--- config.mk ---
export PLATFORM = sky130hd
export DESIGN_NAME = spi_controller_flat
export DESIGN_NICKNAME = d
export VERILOG_FILES = /design/src/rtl/spi_controller_if.sv /design/src/rtl/spi_controller.sv /design/src/flat_wrapper.sv
export SDC_FILE = /design/constraint.sdc
export NUM_CORES = 1
export LEC_CHECK = 0
export BUFFER_PORTS_ARGS = -buffer_cell sky130_fd_sc_hd__clkbuf_2
export CORE_ASPECT_RATIO = 0.75
export CORE_UTILIZATION = 42
export DETAILED_ROUTE_END_ITERATION = 7
export GPL_TIMING_DRIVEN = 0
export PLACE_DENSITY_LB_ADDON = 0.12
export SLEW_MARGIN = 40
export SYNTH_ARGS = -nofsm -noshare
export SYNTH_HDL_FRONTEND = slang
export SYNTH_SLANG_ARGS = --single-unit
--- constraint.sdc ---
create_clock -name clk -period 2.4 [get_ports clk]
set_input_delay 0.24 -clock clk [delete_from_list [all_inputs] [get_ports clk]]
set_output_delay 0.24 -clock clk [all_outputs]
set_load 0.05 [all_outputs]
--- src/rtl/spi_controller_if.sv ---
// Request/response handshake between a frame requester and spi_controller.
// The master modport is the requester; the slave modport is the controller.
interface spi_controller_if;
  logic       req_valid;
  logic       req_ready;
  logic       req_write;
  logic [6:0] req_addr;
  logic [7:0] req_data;
  logic       busy;
  logic       done;
  logic [7:0] rd_data;

  modport master (
    output req_valid, req_write, req_addr, req_data,
    input  req_ready, busy, done, rd_data
  );

  modport slave (
    input  req_valid, req_write, req_addr, req_data,
    output req_ready, busy, done, rd_data
  );
endinterface

--- src/rtl/spi_controller.sv ---
// Mode-0 SPI frame controller: 16-bit frame {write, addr[6:0], data[7:0]}, MSB first.
// Optional CIPO capture into rd_data is enabled by defining SPI_CTRL_READBACK_EN.
module spi_controller #(
  parameter int unsigned CLK_DIV = 4
) (
  input  logic             clk,
  input  logic             rst_n,
  spi_controller_if.slave  bus,
  output logic             SCLK,
  output logic             nCS,
  output logic             COPI,
  input  logic             CIPO
);

  localparam int unsigned DIV_W   = 8;
  localparam int unsigned BIT_W   = 4;
  localparam int unsigned FRAME_W = 16;
  localparam int unsigned RD_W    = 8;

  localparam logic [DIV_W-1:0] DIV_LAST = DIV_W'(CLK_DIV - 1);
  localparam logic [BIT_W-1:0] BIT_LAST = BIT_W'(FRAME_W - 1);
  localparam logic [BIT_W-1:0] GAP_LAST = BIT_W'(1);

  typedef enum logic [2:0] {
    IDLE,
    SETUP,
    SHIFT_HI,
    SHIFT_LO,
    HOLD,
    GAP
  } state_t;

  state_t                 state;
  logic [DIV_W-1:0]       div_cnt;
  logic [BIT_W-1:0]       bit_cnt;
  // Frame bits not yet on COPI; the bit currently driven lives in copi_q.
  logic [FRAME_W-2:0]     pending;
  logic                   sclk_q;
  logic                   ncs_q;
  logic                   copi_q;
  logic                   ready_q;
  logic                   busy_q;
  logic                   done_q;

  wire div_last = (div_cnt == DIV_LAST);

  // Frame sequencer; GAP reuses the bit counter to span two divider periods.
  always_ff @(posedge clk) begin
    if (!rst_n) begin
      state   <= IDLE;
      div_cnt <= '0;
      bit_cnt <= '0;
      pending <= '0;
      sclk_q  <= 1'b0;
      ncs_q   <= 1'b1;
      copi_q  <= 1'b0;
      ready_q <= 1'b1;
      busy_q  <= 1'b0;
      done_q  <= 1'b0;
    end else begin
      done_q <= 1'b0;
      case (state)
        IDLE: begin
          if (bus.req_valid) begin
            pending <= {bus.req_addr, bus.req_data};
            copi_q  <= bus.req_write;
            ncs_q   <= 1'b0;
            div_cnt <= '0;
            bit_cnt <= '0;
            ready_q <= 1'b0;
            busy_q  <= 1'b1;
            state   <= SETUP;
          end
        end
        SETUP: begin
          if (div_last) begin
            div_cnt <= '0;
            sclk_q  <= 1'b1;
            state   <= SHIFT_HI;
          end else begin
            div_cnt <= div_cnt + DIV_W'(1);
          end
        end
        SHIFT_HI: begin
          if (div_last) begin
            div_cnt <= '0;
            sclk_q  <= 1'b0;
            if (bit_cnt == BIT_LAST) begin
              state <= HOLD;
            end else begin
              copi_q  <= pending[FRAME_W-2];
              pending <= {pending[FRAME_W-3:0], 1'b0};
              state   <= SHIFT_LO;
            end
          end else begin
            div_cnt <= div_cnt + DIV_W'(1);
          end
        end
        SHIFT_LO: begin
          if (div_last) begin
            div_cnt <= '0;
            sclk_q  <= 1'b1;
            bit_cnt <= bit_cnt + BIT_W'(1);
            state   <= SHIFT_HI;
          end else begin
            div_cnt <= div_cnt + DIV_W'(1);
          end
        end
        HOLD: begin
          if (div_last) begin
            div_cnt <= '0;
            bit_cnt <= '0;
            ncs_q   <= 1'b1;
            copi_q  <= 1'b0;
            state   <= GAP;
          end else begin
            div_cnt <= div_cnt + DIV_W'(1);
          end
        end
        GAP: begin
          if (div_last) begin
            div_cnt <= '0;
            if (bit_cnt == GAP_LAST) begin
              bit_cnt <= '0;
              ready_q <= 1'b1;
              busy_q  <= 1'b0;
              done_q  <= 1'b1;
              state   <= IDLE;
            end else begin
              bit_cnt <= bit_cnt + BIT_W'(1);
            end
          end else begin
            div_cnt <= div_cnt + DIV_W'(1);
          end
        end
        default: begin
          state <= IDLE;
        end
      endcase
    end
  end

  assign SCLK          = sclk_q;
  assign nCS           = ncs_q;
  assign COPI          = copi_q;
  assign bus.req_ready = ready_q;
  assign bus.busy      = busy_q;
  assign bus.done      = done_q;

`ifdef SPI_CTRL_READBACK_EN
  logic [FRAME_W-1:0] rx_shift;
  logic [RD_W-1:0]    rd_q;
  logic [RD_W-1:0]    unused_rx_hi;

  wire sclk_rise = div_last && ((state == SETUP) || (state == SHIFT_LO));
  wire frame_end = div_last && (state == GAP) && (bit_cnt == GAP_LAST);

  // CIPO is captured on the same edge that raises SCLK.
  always_ff @(posedge clk) begin
    if (!rst_n) begin
      rx_shift <= '0;
      rd_q     <= '0;
    end else begin
      if (sclk_rise) begin
        rx_shift <= {rx_shift[FRAME_W-2:0], CIPO};
      end
      if (frame_end) begin
        rd_q <= rx_shift[RD_W-1:0];
      end
    end
  end

  assign unused_rx_hi = rx_shift[FRAME_W-1:RD_W];
  assign bus.rd_data  = rd_q;
`else
  logic unused_cipo;

  assign unused_cipo = CIPO;
  assign bus.rd_data = '0;
`endif

endmodule

--- src/flat_wrapper.sv ---
// flat-port wrapper written by rule: the top's interface ports become plain ports
module spi_controller_flat 
#(
  parameter int unsigned CLK_DIV = 4
)
  (clk, rst_n, SCLK, nCS, COPI, CIPO, bus_req_valid, bus_req_write, bus_req_addr, bus_req_data, bus_req_ready, bus_busy, bus_done, bus_rd_data);
  spi_controller_if bus_i ();
  input  logic clk;
  input  logic rst_n;
  output logic SCLK;
  output logic nCS;
  output logic COPI;
  input  logic CIPO;
  input wire logic [$bits(bus_i.req_valid)-1:0] bus_req_valid;
  input wire logic [$bits(bus_i.req_write)-1:0] bus_req_write;
  input wire logic [$bits(bus_i.req_addr)-1:0] bus_req_addr;
  input wire logic [$bits(bus_i.req_data)-1:0] bus_req_data;
  output wire logic [$bits(bus_i.req_ready)-1:0] bus_req_ready;
  output wire logic [$bits(bus_i.busy)-1:0] bus_busy;
  output wire logic [$bits(bus_i.done)-1:0] bus_done;
  output wire logic [$bits(bus_i.rd_data)-1:0] bus_rd_data;
  assign bus_i.req_valid = bus_req_valid;
  assign bus_i.req_write = bus_req_write;
  assign bus_i.req_addr = bus_req_addr;
  assign bus_i.req_data = bus_req_data;
  assign bus_req_ready = bus_i.req_ready;
  assign bus_busy = bus_i.busy;
  assign bus_done = bus_i.done;
  assign bus_rd_data = bus_i.rd_data;
  spi_controller #(.CLK_DIV(CLK_DIV)) u_core (.clk(clk), .rst_n(rst_n), .bus(bus_i), .SCLK(SCLK), .nCS(nCS), .COPI(COPI), .CIPO(CIPO));
endmodule
# --- After elaboration in Yosys (flattened, before gate mapping) ---
# Cells that the tools add are included.
word_totals:
  out_inout_bits: 14
  latch_bits: 0
  n_memories: 0
  rom_bits: 0
  input_bits: 20
  elab_cells: 85
  mem_bits_rw: 0
  register_bits: 36
classes:
  n_shift: 0
  multipliers: 0
  n_reduce_logical: 19
  n_eq_ne: 16
  bitwise: 0
  n_mux: 38
  order_cmp: 0
  div: 0
  add_sub_neg: 2
ops:
  columns: ["op", "count"]
  rows:
  - ["$mux W15", 3]
  - ["$pmux W15 S2", 1]
  - ["$mux W3", 7]
  - ["$mux W4", 5]
  - ["$mux W8", 2]
  - ["$pmux W4 S4", 1]
  - ["$pmux W8 S2", 1]
  - ["$pmux W3 S5", 1]
  - ["$mux W1", 12]
  - ["$ne A2 B1 Y1 const B", 6]
  - ["$reduce_and A5 Y1", 2]
  - ["$reduce_bool A2 Y1", 5]
  - ["$reduce_and A3 Y1", 3]
  - ["$add A8 B1 Y8 const B", 1]
  - ["$eq A8 B2 Y1 const B", 1]
  - ["$pmux W1 S2", 4]
  - ["$reduce_and A4 Y1", 2]
  - ["$eq A3 B2 Y1 const B", 2]
  - ["$eq A3 B3 Y1 const B", 2]
  - ["$reduce_and A6 Y1", 1]
  - ["$reduce_or A5 Y1", 1]
  - ["$add A4 B1 Y4 const B", 1]
  - ["$eq A4 B1 Y1 const B", 1]
  - ["$eq A4 B4 Y1 const B", 1]
  - ["8 further kinds", 9]

# --- Logic depth before layout (Yosys ltp) ---
# Gate-level depths: netlist of run 1.
depth:
  word_depth: 4
  depth_mapped: 9
  ltp_nobuf: 6

# --- Least setup slack after synthesis of run 1 ---
# OpenSTA, ideal clock, no wires.
synth_timing:
  path_kind: "reg-to-reg"
  startpoint: "register u_core.div_cnt[0]"
  endpoint: "register u_core.bit_cnt[3]"
  required_ns: 2.330
  path_stages_with_launch: 6
  t_arrival_ns: 1.859
  setup_ns: 0.070
  n_path_buf: 0
  synth_period_minus_slack_ns: 1.930
  setup_slack_ns: 0.470
  cell_sequence: "dfxtp_1 > ha_1 > or4b_1 > a211o_1 > a2111o_1 > a21oi_1"
synth_via:
  elab_chain_cells: 3
  elab_cells_between_ends: 5
  cone_classes: "4 x eq/ne; 1 x reduce/logical"
synth_lines:
  columns: ["element", "line", "source"]
  rows:
  - ["start, declared", "spi_controller.sv:34", "logic [DIV_W-1:0] div_cnt;"]
  - ["start signal, assigned", "spi_controller.sv:81", "div_cnt <= div_cnt + DIV_W'(1);"]
  - ["start signal, assigned", "spi_controller.sv:96", "div_cnt <= div_cnt + DIV_W'(1);"]
  - ["start signal, assigned", "spi_controller.sv:106", "div_cnt <= div_cnt + DIV_W'(1);"]
  - ["$eq A8 B2 Y1 *", "spi_controller.sv:45", "wire div_last = (div_cnt == DIV_LAST);"]
  - ["$ne A2 B1 Y1 (no source line)", null, null]
  - ["$reduce_and A5 Y1 (no source line) *", null, null]
  - ["end signal, assigned", "spi_controller.sv:103", "bit_cnt <= bit_cnt + BIT_W'(1);"]
  - ["end signal, assigned", "spi_controller.sv:130", "bit_cnt <= bit_cnt + BIT_W'(1);"]
  - ["end, declared", "spi_controller.sv:35", "logic [BIT_W-1:0] bit_cnt;"]
# Mark *: on every way between the ends. The rest lies on a longest branch, timed or not.
# A chain may end at the register's enable or synchronous reset.

# --- Worst setup path after layout of run 1 ---
layout_timing:
  startpoint: "register u_core.state[2]"
  endpoint: "register u_core.pending[11]"
layout_via:
  elab_chain_cells: 3
  elab_cells_between_ends: 8
  cone_classes: "4 x eq/ne; 1 x mux; 3 x reduce/logical"
layout_lines:
  columns: ["element", "line", "source"]
  rows:
  - ["start, declared", "spi_controller.sv:33", "state_t state;"]
  - ["start signal, assigned", "spi_controller.sv:50", "state <= IDLE;"]
  - ["start signal, assigned", "spi_controller.sv:72", "state <= SETUP;"]
  - ["start signal, assigned", "spi_controller.sv:79", "state <= SHIFT_HI;"]
  - ["$eq A3 B2 Y1 or $logic_not A3 Y1 (tied branches)", "spi_controller.sv:62", "case (state)"]
  - ["$ne A2 B1 Y1 (no source line) (tied with other cells)", null, null]
  - ["$reduce_and A4 Y1 (no source line)", null, null]
  - ["end signal, assigned", "spi_controller.sv:65", "pending <= {bus.req_addr, bus.req_data};"]
  - ["end signal, assigned", "spi_controller.sv:92", "pending <= {pending[FRAME_W-3:0], 1'b0};"]
  - ["end, declared", "spi_controller.sv:37", "logic [FRAME_W-2:0] pending;"]
# Several ways; a longest one is shown, not always the timed one.

==> summary.txt, run 1 <==
Job
  • Max cap viols: 0

Critical path
  • CP Cell Sequence: buf_2 > nor3_1 > and2_1 > clkbuf_1 > or2_2 > buf_2 > buf_4 > a211oi_1
  • Worst r2r src: u_core.state[2]
  • Max incr delay on CP: around 0.55 ns
  • Startpoint Class: flip-flop
  • Req. time, crit path: 2.54 ns
  • Crit path kind: reg -> reg
  • Slowest CP cell: nor3_1
  • Top delay family on crit path: simple AND/OR/NAND/NOR gates
  • Setup crit start: u_core.state[2]
  • Most frequent CP cell: buf_2
  • Critical Path AT: 2.40 ns
  • CP Buf/Inv Count: 4
  • Crit end category: flip-flop
  • CP Max Fanout: 10

Detailed routing
  • Pre-antenna DRT Iters: 4
  • Via count: roughly 1,700
  • Detail Route Antenna Nets: 0
  • Routed len/inst: 14.0 um
  • DRC: 0
  • WL final: between 4000 and 5000 um
  • Via density: between 5 and 6
  • Initial DRC count: between 100 and 150

Floorplan
  • IO Pins: 34
  • Core area: 4230 um^2
  • Initial Util: 45.7%
  • Die footprint: about 4900 um^2
  • Die height: roughly 61 um
  • Die Wd: about 80 um
  • # rows: 20

Cells and area
  • Area growth from synthesis to layout: 18.0%
  • Layout cells sized above 1: approximately 19%
  • Layout Nets: approximately 290
  • Commonest non-fill, non-tap cells in the layout: dfxtp_1, clkbuf_2, nor2_1, nor3_1, mux2i_1
  • Commonest non-fill, non-tap cell in the layout: dfxtp_1
  • Ant diodes: 0

Global routing
  • Initial antenna violation count: 0
  • Total GRT Usage: 19.9%
  • Vias in the first global route: around 1,500
  • First-pass GRT wire length: ~7200 um
  • Pin count of the biggest net entering global routing: 11
  • Total gr overflow: 0

Logic synthesis
  • Netlist Area Pre-Place: a little under 2000 um^2
  • EDFF count, synth: 0
  • Synth Flop Type: dfxtp_1
  • Syn_area_per_cell: 8.50 um^2
  • Ys Warns: 0
  • Synth cell types: 47
  • Post-synthesis sequential area ratio: 37.3%
  • Number of synthesized register bits: 36
  • Async SR Flop Fraction: 0%
  • Cell count after synthesis: approximately 230

Timing
  • Final setup viols: 0
  • Pins Over Slew Limit: 0
  • Tmin final: 2.26 ns
  • Relative slew slack: between 50% and 60%
  • Final TNS setup: 0 ns
  • Maximum operating frequency: between 400 and 500 MHz
  • Fin Clk Skew: ~0.0035 ns
  • Final Hold Fails: 0
  • Tcrit/Tclk final: 94.1%
  • Worst Max-Slew Pin Slew: 0.733 ns

Worst hold path
  • Hold Crit Start: bus_req_data[0]
  • Worst Hold Class: in -> reg

Clock tree
  • Num CTS Buffers: 5
  • Worst-Skew Late Latency: between 0.2 and 0.3 ns
  • CTS root buf: clkbuf_8
  • Clock sinks: 36
  • Reg clk slew, reported paths: approximately 0.07 ns
  • Hold-fix buffers, CTS: 0
  • Max Root-Sink Buffers: 2
  • CTS tree: done
  • H-tree Lvls: 2

Power
  • Final Total Pwr: between 1 and 1.5 mW
  • Worst VDD drop: 0.000385 V
  • Pwr/cell area: roughly 590 nW/um^2
  • Lkg Pwr: 0.858 nW

Run status
  • Status: finished, final reports clean

Placement
  • RD Place Congestion: between 0.8 and 0.9
  • DP HPWL: 3280 um
  • Buffers added on ports: 24
[kinds of logic (layout without fill, tap and decap cells)]
family | Yosys count | count (layout) | synth area share, %
buf+inv | 26 | 61 | 7.19
simple gates | 92 | 92 | 25.9
fa+ha+maj | 3 | 3 | 1.94
flops | 36 | 36 | 37.3
compound gates | 48 | 48 | 16.9
xor+xnor | 5 | 5 | 2.27
mux | 16 | 16 | 8.30
other cells | 1 | 8 | 0.194
[metrics by stage]
| step | hold slack (ns) | util (%) | worst slack [ns] | cell area, um^2 | instances |
|---|---|---|---|---|---|
| floorplan | 0.370 | - | 0.470 | 1960 | 234 |
| global placement | 0.445 | 50.7 | 0.0554 | 2150 | 313 |
| detailed placement | 0.444 | 50.7 | 0.0260 | 2150 | 313 |
| CTS | 0.180 | 52.9 | 0.000615 | 2240 | 321 |
| global route | 0.211 | 53.9 | -0.00165 | 2280 | 324 |
| finish | 0.200 | 53.9 | 0.143 | 2280 | 324 |
[metal layers]
layer,track usage [%],vias up,share of wire (%)
met4,5.61,0,0.79
li1,-,902,-
met3,5.26,5,3.8
met1,31.2,796,58
met2,25.9,29,38
met5,0,-,0
[synthesized netlist by cell type, types with 3 or more instances]
| cell type | count | area (um^2) |
|---|---|---|
| nor3b_1 | 3 | 22.5 |
| a21oi_1 | 8 | 40.0 |
| nor2_1 | 17 | 63.8 |
| or3_1 | 5 | 31.3 |
| nand3_1 | 10 | 50.1 |
| buf_4 | 9 | 67.6 |
| nand3b_1 | 3 | 22.5 |
| dfxtp_1 | 36 | 721 |
| clkbuf_1 | 8 | 30.0 |
| mux2i_1 | 16 | 160 |
| buf_2 | 6 | 30.0 |
| o21a_1 | 3 | 22.5 |
| nand2_1 | 14 | 52.6 |
| xnor2_1 | 3 | 26.3 |
| a211oi_1 | 15 | 113 |
| o21ai_0 | 7 | 35.0 |
| nor3_1 | 17 | 85.1 |
| ha_1 | 3 | 37.5 |
| nor4_1 | 4 | 25.0 |
[power breakdown]
| group | switching (mW) | leakage (nW) | internal (mW) |
|---|---|---|---|
| sequential | 0.0211 | 0.295 | 0.634 |
| clock | 0.208 | 0.0455 | 0.234 |
| combinational | 0.162 | 0.518 | 0.0947 |
[path summary, 6_finish.rpt]
kind	endpoint	slack [ns]	depth (start not counted)
worst max-delay path	u_core.pending[11]	0.14	8
worst min-delay path	u_core.pending[0]	0.20	3
worst max register to register	u_core.pending[11]	0.14	8
worst min register to register	u_core.bus.req_ready	0.46	1
[worst reg2reg max path, stage by stage (launching register included)]
cell and delay (ns):
dfxtp_1 0.30, buf_2 0.16, nor3_1 0.55, and2_1 0.22
clkbuf_1 0.27, or2_2 0.17, buf_2 0.15, buf_4 0.20
a211oi_1 0.10
[sequential cells by signal, summed over array words and instances, names as in the netlist, 3 cells and up]
name	count
u_core.bit_cnt	4
u_core.div_cnt	8
u_core.pending	15
u_core.state	3
[timing repair]
| action | CTS | global route |
|---|---|---|
| setup buffers | 0 | 3 |
| resized for setup | 0 | 2 |
| endpoints found under the setup margin | 0 | 15 |
[final cells by class]
type | count | area [um^2]
Buffer | 24 | 131
Clock buffer | 8 | 90.1
Fill cell | 412 | 1950
Inverter | 2 | 7.51
Multi-Input combinational cell | 172 | 1120
Sequential cell | 36 | 721
Tap cell | 55 | 68.8
Timing Repair Buffer | 27 | 143
(Power assumes the default switching activity.)
==> run 2, diff against run 1 <==
--- a/config.mk
+++ b/config.mk
@@ -6,8 +6,9 @@
 export NUM_CORES = 1
 export LEC_CHECK = 0
 export BUFFER_PORTS_ARGS = -buffer_cell sky130_fd_sc_hd__clkbuf_2
-export CORE_ASPECT_RATIO = 0.75
+export CORE_ASPECT_RATIO = 2
 export CORE_UTILIZATION = 42
+export CTS_CLUSTER_DIAMETER = 80
 export DETAILED_ROUTE_END_ITERATION = 7
 export GPL_TIMING_DRIVEN = 0
 export PLACE_DENSITY_LB_ADDON = 0.12
==> summary.txt, run 2 (synthesis results as in run 1) <==
Run status
  • Status: finished, final reports clean (unchanged)

Critical path
  • Slowest CP cell: nor4b_4 (was nor3_1)
  • Top delay family on crit path: simple AND/OR/NAND/NOR gates (unchanged)
  • Max incr delay on CP: 0.39 ns (was 0.55 ns)
  • Req. time, crit path: 2.55 ns (was 2.54 ns)
  • CP Cell Sequence: ha_1 > nor4b_4 > and4_1 > clkbuf_1 > or2_2 > buf_2 > buf_4 > a211oi_1 (was buf_2 > nor3_1 > and2_1 > clkbuf_1 > or2_2 > buf_2 > buf_4 > a211oi_1)
  • Startpoint Class: flip-flop (unchanged)
  • Critical Path AT: 2.34 ns (was 2.40 ns)
  • CP Buf/Inv Count: 3 (was 4)
  • CP Max Fanout: 10 (unchanged)
  • Crit end category: flip-flop (unchanged)
  • Crit path kind: reg -> reg (unchanged)

Power
  • Pwr/cell area: 599 nW/um^2 (was 594 nW/um^2)
  • Worst VDD drop: 0.000405 V (was 0.000385 V)
  • Lkg Pwr: 0.840 nW (was 0.858 nW)

Timing
  • Final Hold Fails: 0 (unchanged)
  • Maximum operating frequency: 455 MHz (was 443 MHz)
  • Setup ws final: 0.203 ns (was 0.143 ns)
  • Final TNS setup: 0 ns (unchanged)
  • Tmin final: 2.20 ns (was 2.26 ns)
  • RSZ-0062 raised after global routing: false
  • Worst Max-Slew Pin Slew: 0.803 ns (was 0.733 ns)
  • Pins Over Slew Limit: 0 (unchanged)
  • Relative slew slack: 46.0% (was 50.8%)
  • Tcrit/Tclk final: 91.5% (was 94.1%)
  • Fin Clk Skew: 0.00444 ns (was 0.00351 ns)
  • Final setup viols: 0 (unchanged)
  • Hold Slack: 0.190 ns (was 0.200 ns)

Floorplan
  • # rows: 34 (was 20)
  • Die height: 97.9 um (was 60.7 um)
  • Core area: 4380 um^2 (was 4230 um^2)
  • IO Pins: 34 (unchanged)
  • Die Wd: 49.9 um (was 80.3 um)
  • Initial Util: 44.1% (was 45.7%)
  • Die footprint: 4890 um^2 (was 4870 um^2)

Clock tree
  • Max Root-Sink Buffers: 2 (unchanged)
  • CTS tree: done (unchanged)
  • Hold-fix buffers, CTS: 0 (unchanged)
  • CTS root buf: clkbuf_8 (unchanged)
  • Clock sinks: 36 (unchanged)
  • Post-CTS setup buffers: 0 (unchanged)
  • H-tree Lvls: 2 (unchanged)
  • Reg clk slew, reported paths: 0.07 ns (about the same)
  • Worst-Skew Late Latency: 0.28 ns (about the same)
  • Num CTS Buffers: 5 (unchanged)

Detailed routing
  • Via density: 5.46 (was 5.35)
  • Initial DRC count: 53 (was 116)
  • Via count: 1,747 (was 1,732)
  • WL final: 4480 um (was 4550 um)
  • Detail Route Antenna Nets: 0 (unchanged)
  • DRC: 0 (unchanged)
  • Pre-antenna DRT Iters: 4 (unchanged)
  • Routed len/inst: 14.0 um (about the same)

Placement
  • Buffers added on ports: 24 (unchanged)
  • DP HPWL: 3480 um (was 3280 um)
  • DP Area: 2140 um^2 (was 2150 um^2)
  • RD Place Congestion: 0.753 (was 0.807)
  • Pre-CTS WS: 0.0615 ns (was 0.0260 ns)

Cells and area
  • Ant diodes: 0 (unchanged)
  • Area growth from synthesis to layout: 16.2% (was 18.0%)
  • Post-layout util: 51.2% (was 53.9%)
  • Biggest register: u_core.pending (unchanged)
  • Fin area: 2240 um^2 (was 2280 um^2)
  • Largest registers: u_core.pending: 15 flops, u_core.div_cnt: 8 flops, u_core.bit_cnt: 4 flops (unchanged)
  • Layout Nets: 288 (was 291)
  • Max FFs per register: 15 (unchanged)
  • Commonest non-fill, non-tap cell in the layout: dfxtp_1 (unchanged)
  • Layout cells sized above 1: 17.7% (was 19.3%)
  • Commonest non-fill, non-tap cells in the layout: dfxtp_1, clkbuf_2, nor3_1, nor2_1, mux2i_1 (was dfxtp_1, clkbuf_2, nor2_1, nor3_1, mux2i_1)

Job
  • Max cap viols: 0 (unchanged)

Global routing
  • Total GRT Usage: 19.9% (about the same)
  • First-pass GRT wire length: 7570 um (was 7160 um)
  • Vias in the first global route: 1,692 (was 1,472)
  • Pin count of the biggest net entering global routing: 11 (unchanged)
  • Total gr overflow: 0 (unchanged)
  • Initial antenna violation count: 0 (unchanged)

Worst hold path
  • Worst Hold Class: in -> reg (unchanged)
-- run 2: worst reg2reg max path, delay by kind of cell, from the launching register on --
| family | cells | cell delay [ns] |
|---|---|---|
| adders and majority gates | 1 | 0.28 |
| DFF | 1 | 0.37 |
| buffers and inverters | 3 | 0.55 |
| and+or+nand+nor | 3 | 0.80 |
| AOI/OAI and AO/OA | 1 | 0.08 |
-- run 2: metal layers --
metal / GRT usage [%] / wire length [um]
met1: 19.2 / 1720
met2: 38.5 / 2510
met3: 4.05 / 139
met4: 8.79 / 110
met5: 0 / 0
-- run 2: power breakdown --
part           internal, mW  leakage (nW)  switching [mW]
Clock                 0.234        0.0455           0.203
Sequential            0.634         0.295          0.0219
Combinational        0.0939         0.499           0.156
-- run 2: area by class of cell --
type | instances | area (um^2)
fill | 456 | 2140
tap | 54 | 67.6
inverter | 2 | 7.51
sequential | 36 | 721
clock buffer | 8 | 90.1
multi-input combinational | 172 | 1110
timing repair buffer | 24 | 120
buffer | 24 | 131
-- run 2: repair_timing --
item,CTS,global route
endpoints found under the hold margin,0,0
resized for setup,0,1
endpoints found under the setup margin,0,11
-- run 2: metrics by stage --
step                      std cells  total power [mW]
after global routing            320              1.42
after CTS                       320              1.36
after detailed placement        312             0.920
final                           320              1.34
after floorplan                 234             0.860
after global placement          312             0.920
-- run 2: worst paths after layout --
kind | start | to | slack [ns] | cells past startpoint
worst min register to register | u_core.bus.req_ready | u_core.bus.req_ready | 0.46 | 1
worst max-delay path | u_core.div_cnt[0] | u_core.pending[9] | 0.20 | 8
worst max register to register | u_core.div_cnt[0] | u_core.pending[9] | 0.20 | 8
worst min-delay path | bus_req_data[0] | u_core.pending[0] | 0.19 | 3
==> run 3, diff against run 2 <==
--- a/config.mk
+++ b/config.mk
@@ -12,6 +12,7 @@
 export DETAILED_ROUTE_END_ITERATION = 7
 export GPL_TIMING_DRIVEN = 0
 export PLACE_DENSITY_LB_ADDON = 0.12
+export SETUP_SLACK_MARGIN = 0.15
 export SLEW_MARGIN = 40
 export SYNTH_ARGS = -nofsm -noshare
 export SYNTH_HDL_FRONTEND = slang
==> constraint.sdc (replaced) <==
create_clock -name clk -period 2.4 [get_ports clk]
set_input_delay 0.24 -clock clk [delete_from_list [all_inputs] [get_ports clk]]
set_output_delay 0.24 -clock clk [all_outputs]
set_load 0.02 [all_outputs]
==> summary.txt, run 3 (synthesis results as in run 1) <==
Critical path
  • CP Cell Sequence: ha_1 > or4b_1 > a211o_1 > a2111o_1 > a21oi_1 (was ha_1 > nor4b_4 > and4_1 > clkbuf_1 > or2_2 > buf_2 > buf_4 > a211oi_1)
  • CP Max Fanout: 6 (was 10)
  • R2R cell count: 5 (was 8)
  • R2R Path End: u_core.bit_cnt[3] (was u_core.pending[9])
  • Crit path kind: reg -> reg (unchanged)
  • Slowest CP cell: or4b_1 (was nor4b_4)
  • Critical Path AT: 2.35 ns (was 2.34 ns)
  • Crit end category: flip-flop (unchanged)
  • Req. time, crit path: 2.62 ns (was 2.55 ns)
  • R2R setup slack: 0.27 ns (was 0.20 ns)
  • Worst r2r src: u_core.div_cnt[0] (unchanged)
  • Max incr delay on CP: 0.48 ns (was 0.39 ns)
  • Setup crit start: u_core.div_cnt[0] (unchanged)
  • Startpoint Class: flip-flop (unchanged)

Cells and area
  • Ant diodes: 0 (unchanged)
  • FILL cells: 454 (was 456)
  • Layout cells sized above 1: 19.3% (was 17.7%)
  • Biggest register: u_core.pending (unchanged)
  • Final Non-Filler Cells: 323 (was 320)
  • Layout Nets: 291 (was 288)
  • Largest registers: u_core.pending: 15 flops, u_core.div_cnt: 8 flops, u_core.bit_cnt: 4 flops (unchanged)
  • Commonest non-fill, non-tap cell in the layout: dfxtp_1 (unchanged)
  • Commonest non-fill, non-tap cells in the layout: dfxtp_1, clkbuf_2, nor2_1, nor3_1, mux2i_1 (was dfxtp_1, clkbuf_2, nor3_1, nor2_1, mux2i_1)
  • Area growth from synthesis to layout: 17.7% (was 16.2%)
  • Max FFs per register: 15 (unchanged)
  • Post-layout util: 51.9% (was 51.2%)

Floorplan
  • # rows: 34 (unchanged)
  • Core area: 4380 um^2 (unchanged)
  • Die footprint: 4890 um^2 (unchanged)
  • Initial Util: 44.1% (unchanged)
  • Die height: 97.9 um (unchanged)
  • IO Pins: 34 (unchanged)
  • Die Wd: 49.9 um (unchanged)

Timing
  • Maximum operating frequency: 469 MHz (was 455 MHz)
  • RSZ-0062 raised after global routing: false (unchanged)
  • Fin Clk Skew: 0.00517 ns (was 0.00444 ns)
  • Tmin final: 2.13 ns (was 2.20 ns)
  • Final Hold Fails: 0 (unchanged)
  • Pins Over Slew Limit: 0 (unchanged)
  • Relative slew slack: 44.1% (was 46.0%)
  • Worst Max-Slew Pin Slew: 0.830 ns (was 0.803 ns)
  • Hold Slack: 0.186 ns (was 0.190 ns)
  • Final TNS setup: 0 ns (unchanged)
  • Tcrit/Tclk final: 88.9% (was 91.5%)
  • Final setup viols: 0 (unchanged)

Clock tree
  • Reg clk slew, reported paths: 0.07 ns (about the same)
  • H-tree Lvls: 2 (unchanged)
  • CTS root buf: clkbuf_8 (unchanged)
  • Num CTS Buffers: 5 (unchanged)
  • Max Root-Sink Buffers: 2 (unchanged)
  • Worst-Skew Late Latency: 0.28 ns (about the same)
  • Clock sinks: 36 (unchanged)
  • Hold-fix buffers, CTS: 0 (unchanged)
  • CTS tree: done (unchanged)

Worst hold path
  • Hold Crit Depth: 3 (unchanged)
  • Hold Path Sink: u_core.pending[0] (unchanged)
  • Hold Crit Start: bus_req_data[0] (unchanged)
  • Worst Hold Class: in -> reg (unchanged)

Power
  • Lkg Pwr: 0.861 nW (was 0.840 nW)
  • Worst VDD drop: 0.000404 V (was 0.000405 V)
  • Pwr/cell area: 580 nW/um^2 (was 599 nW/um^2)

Global routing
  • Pin count of the biggest net entering global routing: 11 (unchanged)
  • Total gr overflow: 0 (unchanged)
  • Total GRT Usage: 20.0% (was 19.9%)
  • Vias in the first global route: 1,681 (was 1,692)
  • Initial antenna violation count: 0 (unchanged)
  • First-pass GRT wire length: 7560 um (was 7570 um)

Detailed routing
  • Routed len/inst: 14.0 um (about the same)
  • DRC: 0 (unchanged)
  • Via count: 1,745 (was 1,747)
  • WL final: 4510 um (was 4480 um)
  • Detail Route Antenna Nets: 0 (unchanged)
  • Pre-antenna DRT Iters: 4 (unchanged)
  • Initial DRC count: 44 (was 53)
  • Via density: 5.40 (was 5.46)

Placement
  • RD Place Congestion: 0.753 (unchanged)
  • DP HPWL: 3480 um (unchanged)
  • Post-Place Cells: 312 (unchanged)
  • Buffers added on ports: 24 (unchanged)

Job
  • Max cap viols: 0 (unchanged)

Run status
  • Status: finished, final reports clean (unchanged)
[run 3: cell types whose count changed in the layout (fill, tap and decap cells not counted)]
cell / before / now
buf_4: 9 / 12
clkbuf_1: 10 / 9
clkbuf_2: 24 / 25
nor3_1: 17 / 16
nor3_2: 0 / 1
[run 3: cell type report]
type	instances	area, um^2	area share (%)
Buffer	24	133	5.84
Clock buffer	8	90.1	3.96
Inverter	2	7.51	0.330
Multi-Input combinational cell	172	1110	48.9
Sequential cell	36	721	31.7
Tap cell	54	67.6	2.97
Timing Repair Buffer	27	143	6.28
[run 3: stage by stage]
step	area [um^2]	worst slack (ns)	total power, mW
global placement	2140	0.0326	0.890
finish	2270	0.266	1.32
detailed placement	2140	0.0615	0.890
CTS	2240	0.199	1.33
floorplan	1960	0.470	0.830
global route	2270	0.161	1.39
[run 3: power breakdown]
group          switching (mW)  internal, mW
combinational           0.126        0.0939
sequential             0.0219         0.634
clock                   0.207         0.234
[run 3: critical path: cells and delay by family (launching register included)]
kind	cells	cell delay (ns)
AO/OA/AOI/OAI	3	0.94
AND/OR/NAND/NOR	1	0.48
flip-flops	1	0.37
adder cells (fa/ha/maj)	1	0.28
[run 3: routing by layer]
layer  GRT usage [%]  vias to the layer above  share of wire, %
li1                -                      903                 -
met1            19.3                      807                38
met2            38.6                       28                56
met3            4.05                        7               2.9
met4            8.57                        0               2.5
met5               0                        -                 0
[run 3: how the worst max path moves through the flow]
stage                                    to  cells past startpoint
after floorplan           u_core.bit_cnt[3]                      5
after global placement    u_core.pending[9]                      8
after detailed placement  u_core.pending[6]                      8
after CTS                 u_core.pending[5]                      8
after global routing      u_core.pending[9]                      8
final                     u_core.bit_cnt[3]                      5
[run 3: repair_timing]
item                                   4_1_cts  5_1_grt
buffers inserted                             0        3
endpoints found under the hold margin        0        0
resized for setup                            1        2
setup endpoints to repair                   11       11
